[src/rtl/fetch_pc_unit_if.sv]
// Fetch-stage bus: redirect/stall controls from decode/execute, and the
// PC, validity and statistics outputs of the fetch unit.
interface fetch_pc_unit_if;
  logic        stall;
  logic        branch_taken;
  logic [31:0] branch_target;
  logic        jump_en;
  logic [31:0] jump_target;
  logic [31:0] PC_out;
  logic [31:0] pc_fetch;
  logic [31:0] pc_plus4;
  logic        inst_valid;
  logic        misalign_err;
  logic [31:0] retire_cnt;
  logic [31:0] bubble_cnt;

  // Fetch unit side
  modport master (
    input  stall, branch_taken, branch_target, jump_en, jump_target,
    output PC_out, pc_fetch, pc_plus4, inst_valid, misalign_err,
           retire_cnt, bubble_cnt
  );

  // Consumer (decode/execute) side
  modport slave (
    output stall, branch_taken, branch_target, jump_en, jump_target,
    input  PC_out, pc_fetch, pc_plus4, inst_valid, misalign_err,
           retire_cnt, bubble_cnt
  );
endinterface

[src/rtl/fetch_pc_unit.sv]
// Program-counter / fetch-control stage. PC_out addresses a synchronous
// instruction memory; pc_fetch tracks the PC of the word now on its output.
// Redirects and stalls kill the word fetched on the same edge (one bubble).
module fetch_pc_unit #(
  parameter logic [31:0] RESET_PC  = 32'h0000_0000,
  parameter int          PC_STEP   = 4,
  parameter int          ADDR_BITS = 10
) (
  input  logic            clk,
  input  logic            rst,
  fetch_pc_unit_if.master bus
);

  localparam logic [31:0] ADDR_MASK = 32'((64'd1 << ADDR_BITS) - 64'd1);
  localparam logic [31:0] STEP      = 32'(PC_STEP);
  localparam logic [31:0] PC_INIT   = RESET_PC & ADDR_MASK;

  logic [31:0] pc_out_reg,   pc_out_next;
  logic [31:0] pc_fetch_reg;
  logic        valid_reg,    valid_next;
  logic        misalign_reg, misalign_next;
  logic [31:0] retire_reg,   retire_next;
  logic [31:0] bubble_reg,   bubble_next;

  logic        redirect;
  logic        accept;
  logic [31:0] target_raw;

  // Next-PC selection: jump > branch > replay > sequential; controls only count on valid cycles
  always_comb begin
    redirect      = valid_reg && (bus.jump_en || bus.branch_taken);
    target_raw    = bus.jump_en ? bus.jump_target : bus.branch_target;
    accept        = valid_reg && (redirect || !bus.stall);
    pc_out_next   = (pc_out_reg + STEP) & ADDR_MASK;
    valid_next    = 1'b1;
    misalign_next = 1'b0;
    if (redirect) begin
      pc_out_next   = target_raw & ADDR_MASK & ~32'h3;
      valid_next    = 1'b0;
      misalign_next = |target_raw[1:0];
    end else if (valid_reg && bus.stall) begin
      // Re-fetch the stalled word; the one arriving next cycle is discarded
      pc_out_next = pc_fetch_reg;
      valid_next  = 1'b0;
    end
    retire_next = retire_reg + {31'd0, accept};
    bubble_next = bubble_reg + {31'd0, ~valid_reg};
  end

  // State registers; pc_fetch follows PC_out because memory samples it on the same edge
  always_ff @(posedge clk) begin
    if (rst) begin
      pc_out_reg   <= PC_INIT;
      pc_fetch_reg <= PC_INIT;
      valid_reg    <= 1'b0;
      misalign_reg <= 1'b0;
      retire_reg   <= 32'd0;
      bubble_reg   <= 32'd0;
    end else begin
      pc_out_reg   <= pc_out_next;
      pc_fetch_reg <= pc_out_reg;
      valid_reg    <= valid_next;
      misalign_reg <= misalign_next;
      retire_reg   <= retire_next;
      bubble_reg   <= bubble_next;
    end
  end

  assign bus.PC_out       = pc_out_reg;
  assign bus.pc_fetch     = pc_fetch_reg;
  assign bus.pc_plus4     = (pc_fetch_reg + STEP) & ADDR_MASK;
  assign bus.inst_valid   = valid_reg;
  assign bus.misalign_err = misalign_reg;
  assign bus.retire_cnt   = retire_reg;
  assign bus.bubble_cnt   = bubble_reg;

endmodule
[src/flat_wrapper.sv]
// flat-port wrapper written by rule: the top's interface ports become plain ports
module fetch_pc_unit_flat 
#(
  parameter logic [31:0] RESET_PC  = 32'h0000_0000,
  parameter int          PC_STEP   = 4,
  parameter int          ADDR_BITS = 10
)
  (clk, rst, bus_stall, bus_branch_taken, bus_branch_target, bus_jump_en, bus_jump_target, bus_PC_out, bus_pc_fetch, bus_pc_plus4, bus_inst_valid, bus_misalign_err, bus_retire_cnt, bus_bubble_cnt);
  fetch_pc_unit_if bus_i ();
  input  logic clk;
  input  logic rst;
  input wire logic [$bits(bus_i.stall)-1:0] bus_stall;
  input wire logic [$bits(bus_i.branch_taken)-1:0] bus_branch_taken;
  input wire logic [$bits(bus_i.branch_target)-1:0] bus_branch_target;
  input wire logic [$bits(bus_i.jump_en)-1:0] bus_jump_en;
  input wire logic [$bits(bus_i.jump_target)-1:0] bus_jump_target;
  output wire logic [$bits(bus_i.PC_out)-1:0] bus_PC_out;
  output wire logic [$bits(bus_i.pc_fetch)-1:0] bus_pc_fetch;
  output wire logic [$bits(bus_i.pc_plus4)-1:0] bus_pc_plus4;
  output wire logic [$bits(bus_i.inst_valid)-1:0] bus_inst_valid;
  output wire logic [$bits(bus_i.misalign_err)-1:0] bus_misalign_err;
  output wire logic [$bits(bus_i.retire_cnt)-1:0] bus_retire_cnt;
  output wire logic [$bits(bus_i.bubble_cnt)-1:0] bus_bubble_cnt;
  assign bus_i.stall = bus_stall;
  assign bus_i.branch_taken = bus_branch_taken;
  assign bus_i.branch_target = bus_branch_target;
  assign bus_i.jump_en = bus_jump_en;
  assign bus_i.jump_target = bus_jump_target;
  assign bus_PC_out = bus_i.PC_out;
  assign bus_pc_fetch = bus_i.pc_fetch;
  assign bus_pc_plus4 = bus_i.pc_plus4;
  assign bus_inst_valid = bus_i.inst_valid;
  assign bus_misalign_err = bus_i.misalign_err;
  assign bus_retire_cnt = bus_i.retire_cnt;
  assign bus_bubble_cnt = bus_i.bubble_cnt;
  fetch_pc_unit #(.RESET_PC(RESET_PC), .PC_STEP(PC_STEP), .ADDR_BITS(ADDR_BITS)) u_core (.clk(clk), .rst(rst), .bus(bus_i));
endmodule
[config.mk]
export PLATFORM = sky130hd
export DESIGN_NAME = fetch_pc_unit_flat
export DESIGN_NICKNAME = d
export VERILOG_FILES = /design/src/rtl/fetch_pc_unit_if.sv /design/src/rtl/fetch_pc_unit.sv /design/src/flat_wrapper.sv
export SDC_FILE = /design/constraint.sdc
export NUM_CORES = 1
export LEC_CHECK = 0
export ABC_AREA = 1
export CORE_ASPECT_RATIO = 0.6
export CORE_MARGIN = 4
export CORE_UTILIZATION = 49
export CTS_BUF_LIST = sky130_fd_sc_hd__clkbuf_4 sky130_fd_sc_hd__clkbuf_8
export DETAILED_ROUTE_END_ITERATION = 6
export GPL_ROUTABILITY_DRIVEN = 0
export GPL_TIMING_DRIVEN = 0
export MAX_ROUTING_LAYER = met4
export PLACE_DENSITY_LB_ADDON = 0.12
export SYNTH_ARGS = -nofsm -noshare
export SYNTH_HDL_FRONTEND = slang
export SYNTH_SLANG_ARGS = --single-unit
[constraint.sdc]
create_clock -name clk -period 6.1 [get_ports clk]
set_clock_uncertainty 0.2 [all_clocks]
set_input_delay 1.83 -clock clk [delete_from_list [all_inputs] [get_ports clk]]
set_output_delay 1.83 -clock clk [all_outputs]
set_load 0.05 [all_outputs]
==> results of run 1 <==
==> power by group <==
| part | switching, µW | internal [µW] | total, µW | leakage (µW) |
|---|---|---|---|---|
| sequential | 13.4 | 860 | 874 | 0.00105 |
| clock | 366 | 350 | 716 | 0.000189 |
| combinational | 139 | 68.4 | 208 | 0.00174 |
| total | 519 | 1280 | 1800 | 0.00298 |
==> Yosys cell counts, drive strengths merged <==
master	instances	share of area, %
xnor2	7	1.0
nand3	44	3.9
a21oi	37	3.1
nand4	1	0.10
nand2	214	14
mux2i	4	0.67
nor2	196	14
and2	2	0.21
buf	32	3.8
nand3b	1	0.13
dfxtp	130	43
a211oi	1	0.13
clkbuf	5	0.31
ha	7	1.5
conb	1	0.062
o21a	2	0.25
inv	131	8.2
or2	2	0.21
nor3	7	0.58
o211ai	7	0.87
xor2	12	1.7
o21ai	19	1.6
==> cell families (layout without fill, tap and decap cells) <==
logic type	after synthesis	after routing	synth area share [%]
AO/OA/AOI/OAI	66	66	5.98
multiplexers	4	4	0.667
AND/OR/NAND/NOR	467	467	33.4
flip-flops	130	130	43.3
buffers and inverters	168	364	12.3
adder cells (fa/ha/maj)	7	7	1.46
XOR/XNOR	19	19	2.77
other	1	22	0.0624
==> layout by cell type (no fill, tap or decap), types with 19 or more instances in the layout <==
cell type,n
a21oi_1,37
dfxtp_1,130
buf_4,25
nand2_1,205
clkbuf_8,19
inv_1,130
conb_1,22
clkdlybuf4s50_1,164
nor2_1,175
nand3_1,41
==> metal layers <==
layer,vias to the layer above,global-route usage [%]
met5,-,-
met1,2541,32.7
met4,0,5.81
li1,2983,-
met3,19,4.34
met2,199,31.6
==> through the flow <==
step / hold slack [ns] / utilization [%] / cells / cell area (µm²)
after floorplan: 0.441 / - / 883 / 6090
after global placement: 0.207 / 66.0 / 1212 / 7930
after detailed placement: 0.209 / 66.0 / 1212 / 7930
after CTS: 0.210 / 69.2 / 1244 / 8320
after global routing: 0.232 / 69.2 / 1244 / 8320
final: 0.210 / 69.2 / 1244 / 8320
==> worst max-delay path: cells and delay by family (launching register included) <==
kind / cells / cell delay, ns
flops: 1 / 0.42
buf+inv: 1 / 0.82
simple gates: 3 / 0.56
xor+xnor: 1 / 0.17
==> layout make-up <==
type	instances	area, µm²	share of cell area (%)
multi-input cells	585	2740	33.0
plain buffers	37	249	2.99
clock buffers	19	262	3.14
repair buffers	164	1640	19.7
clock inverters	13	128	1.53
well taps	165	206	2.48
inverters	131	492	5.91
flip-flops and latches	130	2600	31.3
==> path summary, 6_finish.rpt <==
path / slack [ns] / cells past startpoint / endpoint / startpoint
max: 1.67 / 5 / bus_pc_plus4[9] / u_core.bus.pc_fetch[3]
min: 0.21 / 2 / u_core.bus.pc_fetch[13] / u_core.bus.PC_out[13]
min reg2reg: 0.21 / 2 / u_core.bus.pc_fetch[13] / u_core.bus.PC_out[13]
max reg2reg: 3.88 / 11 / u_core.bus.retire_cnt[20] / u_core.bus.inst_valid
==> results.yml, run 1 <==
clock_tree:
  cts_resized: 0
  cts_root_buf: "clkbuf_8"
  cts_tree: "done"
  clock_path_buffers: 2
  clk_latency_ns: 0.42
  htree_levels: 4
  cts_inserted_buffers: 17
  ctsHoldBuffers: 0
  cts_setup_buffers: 0
  cts.clk_slew.worst_paths_ns: 0.08
  clock-sinks: 130
grt:
  antenna_found_initial: 0
  grt_pass1_wl_um: 24400
  grtUsageTotal_pct: 22.4
  grt-ovfl-total: 0
  grt_max_degree: 17
  grt_pass1_vias: 4945
setup_path:
  required_ns: 4.07
  path_cells: "nand3_1, nor3_1, nand3_1, xnor2_1, clkdlybuf4s50_1"
  critPathArrivalTime_ns: 2.40
  startpoint_type: "flip-flop"
  end_kind: "output pin"
  critPathMostFrequentCell: "nand3_1"
  critical_path.max_fanout: 4
  crit_type: "flip-flop to output pin"
  cpMaxStageDelayCell: "clkdlybuf4s50_1"
  slowest_delay_ns: 0.82
timing:
  max_freq_mhz: 226
  worst_slew_pin_slew_ns: 0.646
  grt_setup_unrepaired: "false"
  hold_viol_final: 0
  finalWorstSetupSlack_ns: 1.67
  final-max-slew-violation-count: 0
  relSlewSlack_pct: 56.9
  tns_ns: 0
  timing.final.crit_period_ns: 4.43
  min_period_over_period_pct: 72.6
  setup_viol_count_final: 0
route:
  drt_wl_total_um: 15700
  wl_met1_um: 8140
  highest_layer: "met4"
  drtIter0Drc: 384
  drc_errors: 0
  ant_nets: 0
  post_drt_wl_per_cell_um: 12.6
  wl_met2_um: 6470
  via_per_inst: 4.62
  wl_met3_um: 964
  drtPass1Iterations: 5
  vias: 5742
power_and_ir_drop:
  power_uw: 1800
  ir_drop_mv: 0.161
  powerDensity_nw_per_um2: 216
  cellLeakagePower_uw: 0.00298
floorplanning:
  die_x_um: 151
  coreArea_um2: 12000
  io_pins: 231
  dieArea_um2: 14200
  initial_core_util_pct: 50.0
  die_h_um: 93.8
  rows: 31
yosys:
  syn_inst: 862
  synth_area_um2: 6010
  yosysSeqAreaShare_pct: 43.3
  synth_seq_cells: 130
  ys_types: 34
  yosys_warnings: 0
  synth.avg_cell_area_um2: 6.97
job:
  maxCapViolations: 0
placed_design:
  dp_hpwl_um: 12300
  place_ws_ns: 1.89
  port_buffers: 164
outcome:
  status: "finished clean"
layout:
  final_nets: 1142
  n_antenna_cell: 0
  drive_above_1_share_pct: 8.90
  fillers: 1002
  layout-area-overhead-vs-synth_pct: 38.6
worst_hold_path:
  min_path_type: "flip-flop to flip-flop"
No activity file was read; power rests on OpenSTA's default activity.
==> inputs of run 2 (changes only) <==
--- a/config.mk
+++ b/config.mk
@@ -8,7 +8,7 @@
 export ABC_AREA = 1
 export CORE_ASPECT_RATIO = 0.6
 export CORE_MARGIN = 4
-export CORE_UTILIZATION = 49
+export CORE_UTILIZATION = 46
 export CTS_BUF_LIST = sky130_fd_sc_hd__clkbuf_4 sky130_fd_sc_hd__clkbuf_8
 export DETAILED_ROUTE_END_ITERATION = 6
 export GPL_ROUTABILITY_DRIVEN = 0
==> constraint.sdc (replaced) <==
create_clock -name clk -period 4.3 [get_ports clk]
set_clock_uncertainty 0.2 [all_clocks]
set_input_delay 1.29 -clock clk [delete_from_list [all_inputs] [get_ports clk]]
set_output_delay 1.29 -clock clk [all_outputs]
set_load 0.05 [all_outputs]
==> results.yml, run 2 (synthesized netlist as in run 1, its figures left out) <==
outcome:
  status: "finished clean"
timing:
  timing.final.crit_period_ns: 3.92
  tns_ns: 0
  hold_viol_final: 0
  min_period_over_period_pct: 91.1
  max_freq_mhz: 255
  setup_viol_count_final: 0
  grt_setup_unrepaired: "false"
  worst_slew_pin_slew_ns: 0.659
  final-max-slew-violation-count: 0
  relSlewSlack_pct: 56.1
placed_design:
  port_buffers: 164
  dp_hpwl_um: 12500
layout:
  final_nets: 1142
  layout_common_cells: "nand2_1 (205), nor2_1 (175), clkdlybuf4s50_1 (164), inv_1 (130), dfxtp_1 (130)"
  fillers: 1159
  drive_above_1_share_pct: 8.90
  fin_util_pct: 65.0
  layout-area-overhead-vs-synth_pct: 38.7
  final_common_cell: "nand2_1"
  n_antenna_cell: 0
grt:
  grt_pass1_vias: 5159
  grt_max_degree: 17
  grt-ovfl-total: 0
  antenna_found_initial: 0
  grt_pass1_wl_um: 25500
  grtUsageTotal_pct: 21.9
clock_tree:
  cts_inserted_buffers: 17
  cts.clk_slew.worst_paths_ns: 0.09
  cts_resized: 0
  clk_latency_ns: 0.44
  htree_levels: 4
  cts_root_buf: "clkbuf_8"
  clock_path_buffers: 2
  ctsHoldBuffers: 0
  cts_setup_buffers: 0
  clock-sinks: 130
  cts_tree: "done"
setup_path:
  critPathArrivalTime_ns: 2.43
  crit_type: "flip-flop to output pin"
  worstReg2RegStart: "u_core.bus.inst_valid"
  end_kind: "output pin"
  required_ns: 2.81
  startpoint_type: "flip-flop"
  critical_path.max_fanout: 5
  critPathLaunch: "u_core.bus.pc_fetch[4]"
job:
  maxCapViolations: 0
route:
  drtIter0Drc: 352
  drc_errors: 0
  post_drt_wl_per_cell_um: 12.9
  vias: 5737
  via_per_inst: 4.59
  drt_wl_total_um: 16100
  drtPass1Iterations: 5
  ant_nets: 0
worst_hold_path:
  min_path_type: "flip-flop to flip-flop"
  worst_hold_startpoint: "u_core.bus.PC_out[16]"
power_and_ir_drop:
  powerDensity_nw_per_um2: 310
  power_uw: 2580
  ir_drop_mv: 0.187
  cellLeakagePower_uw: 0.00298
floorplanning:
  rows: 32
  coreArea_um2: 12800
  initial_core_util_pct: 46.9
  io_pins: 231
  die_h_um: 96.5
  die_x_um: 156
  dieArea_um2: 15000
run 2: changes by cell type in the layout (fill, tap and decap cells not counted):
cell      change
clkinv_2      -1
inv_6         +5
clkbuf_8      -2
clkinv_4      -5
inv_8         +3
run 2: worst max-delay path, stage by stage, from the launching register on:
cell             delay [ns]
dfxtp_1                0.43
nand3_1                0.16
nor3_1                 0.28
nand3_1                0.15
xnor2_1                0.15
clkdlybuf4s50_1        0.82
run 2: path summary, 6_finish.rpt:
| kind | to | slack, ns | cells past startpoint |
|---|---|---|---|
| setup / recovery | bus_pc_plus4[9] | 0.38 | 5 |
| setup reg to reg | u_core.bus.retire_cnt[20] | 2.04 | 11 |
| hold / removal | u_core.bus.pc_fetch[16] | 0.22 | 2 |
| hold reg to reg | u_core.bus.pc_fetch[16] | 0.22 | 2 |
run 2: power breakdown:
group / internal, µW / switching (µW) / total, µW / leakage [µW]
Clock: 482 / 564 / 1050 / 0.000191
Combinational: 97.1 / 199 / 296 / 0.00174
Sequential: 1220 / 19.2 / 1240 / 0.00105
run 2: cell type report:
cell class	instances	area (µm²)	share of cell area, %
clock buffers	17	234	2.81
clock inverters	15	156	1.88
well taps	170	213	2.55
repair buffers	164	1640	19.7
multi-input cells	585	2740	32.9
flip-flops and latches	130	2600	31.2
inverters	131	492	5.90
plain buffers	37	249	2.99
run 2: through the flow:
stage | cells | hold slack [ns] | area, µm² | setup WS [ns]
after floorplan | 883 | 0.441 | 6090 | 0.719
after global placement | 1217 | 0.207 | 7940 | 0.646
after detailed placement | 1217 | 0.211 | 7940 | 0.605
after CTS | 1249 | 0.218 | 8330 | 0.335
after global routing | 1249 | 0.233 | 8330 | 0.213
final | 1249 | 0.216 | 8330 | 0.382
run 2: layer usage:
metal,vias to the layer above,global-route usage [%],routed length [µm]
li1,2977,-,-
met1,2546,32.1,8290
met2,197,30.3,6530
met3,17,4.49,1120
met4,0,6.05,155
met5,-,-,0
==> inputs of run 3 (changes only) <==
--- a/config.mk
+++ b/config.mk
@@ -15,6 +15,7 @@
 export GPL_TIMING_DRIVEN = 0
 export MAX_ROUTING_LAYER = met4
 export PLACE_DENSITY_LB_ADDON = 0.12
+export SLEW_MARGIN = 20
 export SYNTH_ARGS = -nofsm -noshare
 export SYNTH_HDL_FRONTEND = slang
 export SYNTH_SLANG_ARGS = --single-unit
==> constraint.sdc (replaced) <==
create_clock -name clk -period 4.2 [get_ports clk]
set_clock_uncertainty 0.2 [all_clocks]
set_input_delay 1.26 -clock clk [delete_from_list [all_inputs] [get_ports clk]]
set_output_delay 1.26 -clock clk [all_outputs]
set_load 0.05 [all_outputs]
==> results of run 3 <==
The final DEF is identical to that of run 2. Status: finished clean.
Among the figures that moved: setup slack after placement 0.605 ns -> 0.535 ns; setup slack after layout 0.382 ns -> 0.312 ns; register-to-register setup slack 2.04 ns -> 1.94 ns; total power 2580 µW -> 2640 µW; worst IR drop on VDD 0.187 mV -> 0.191 mV
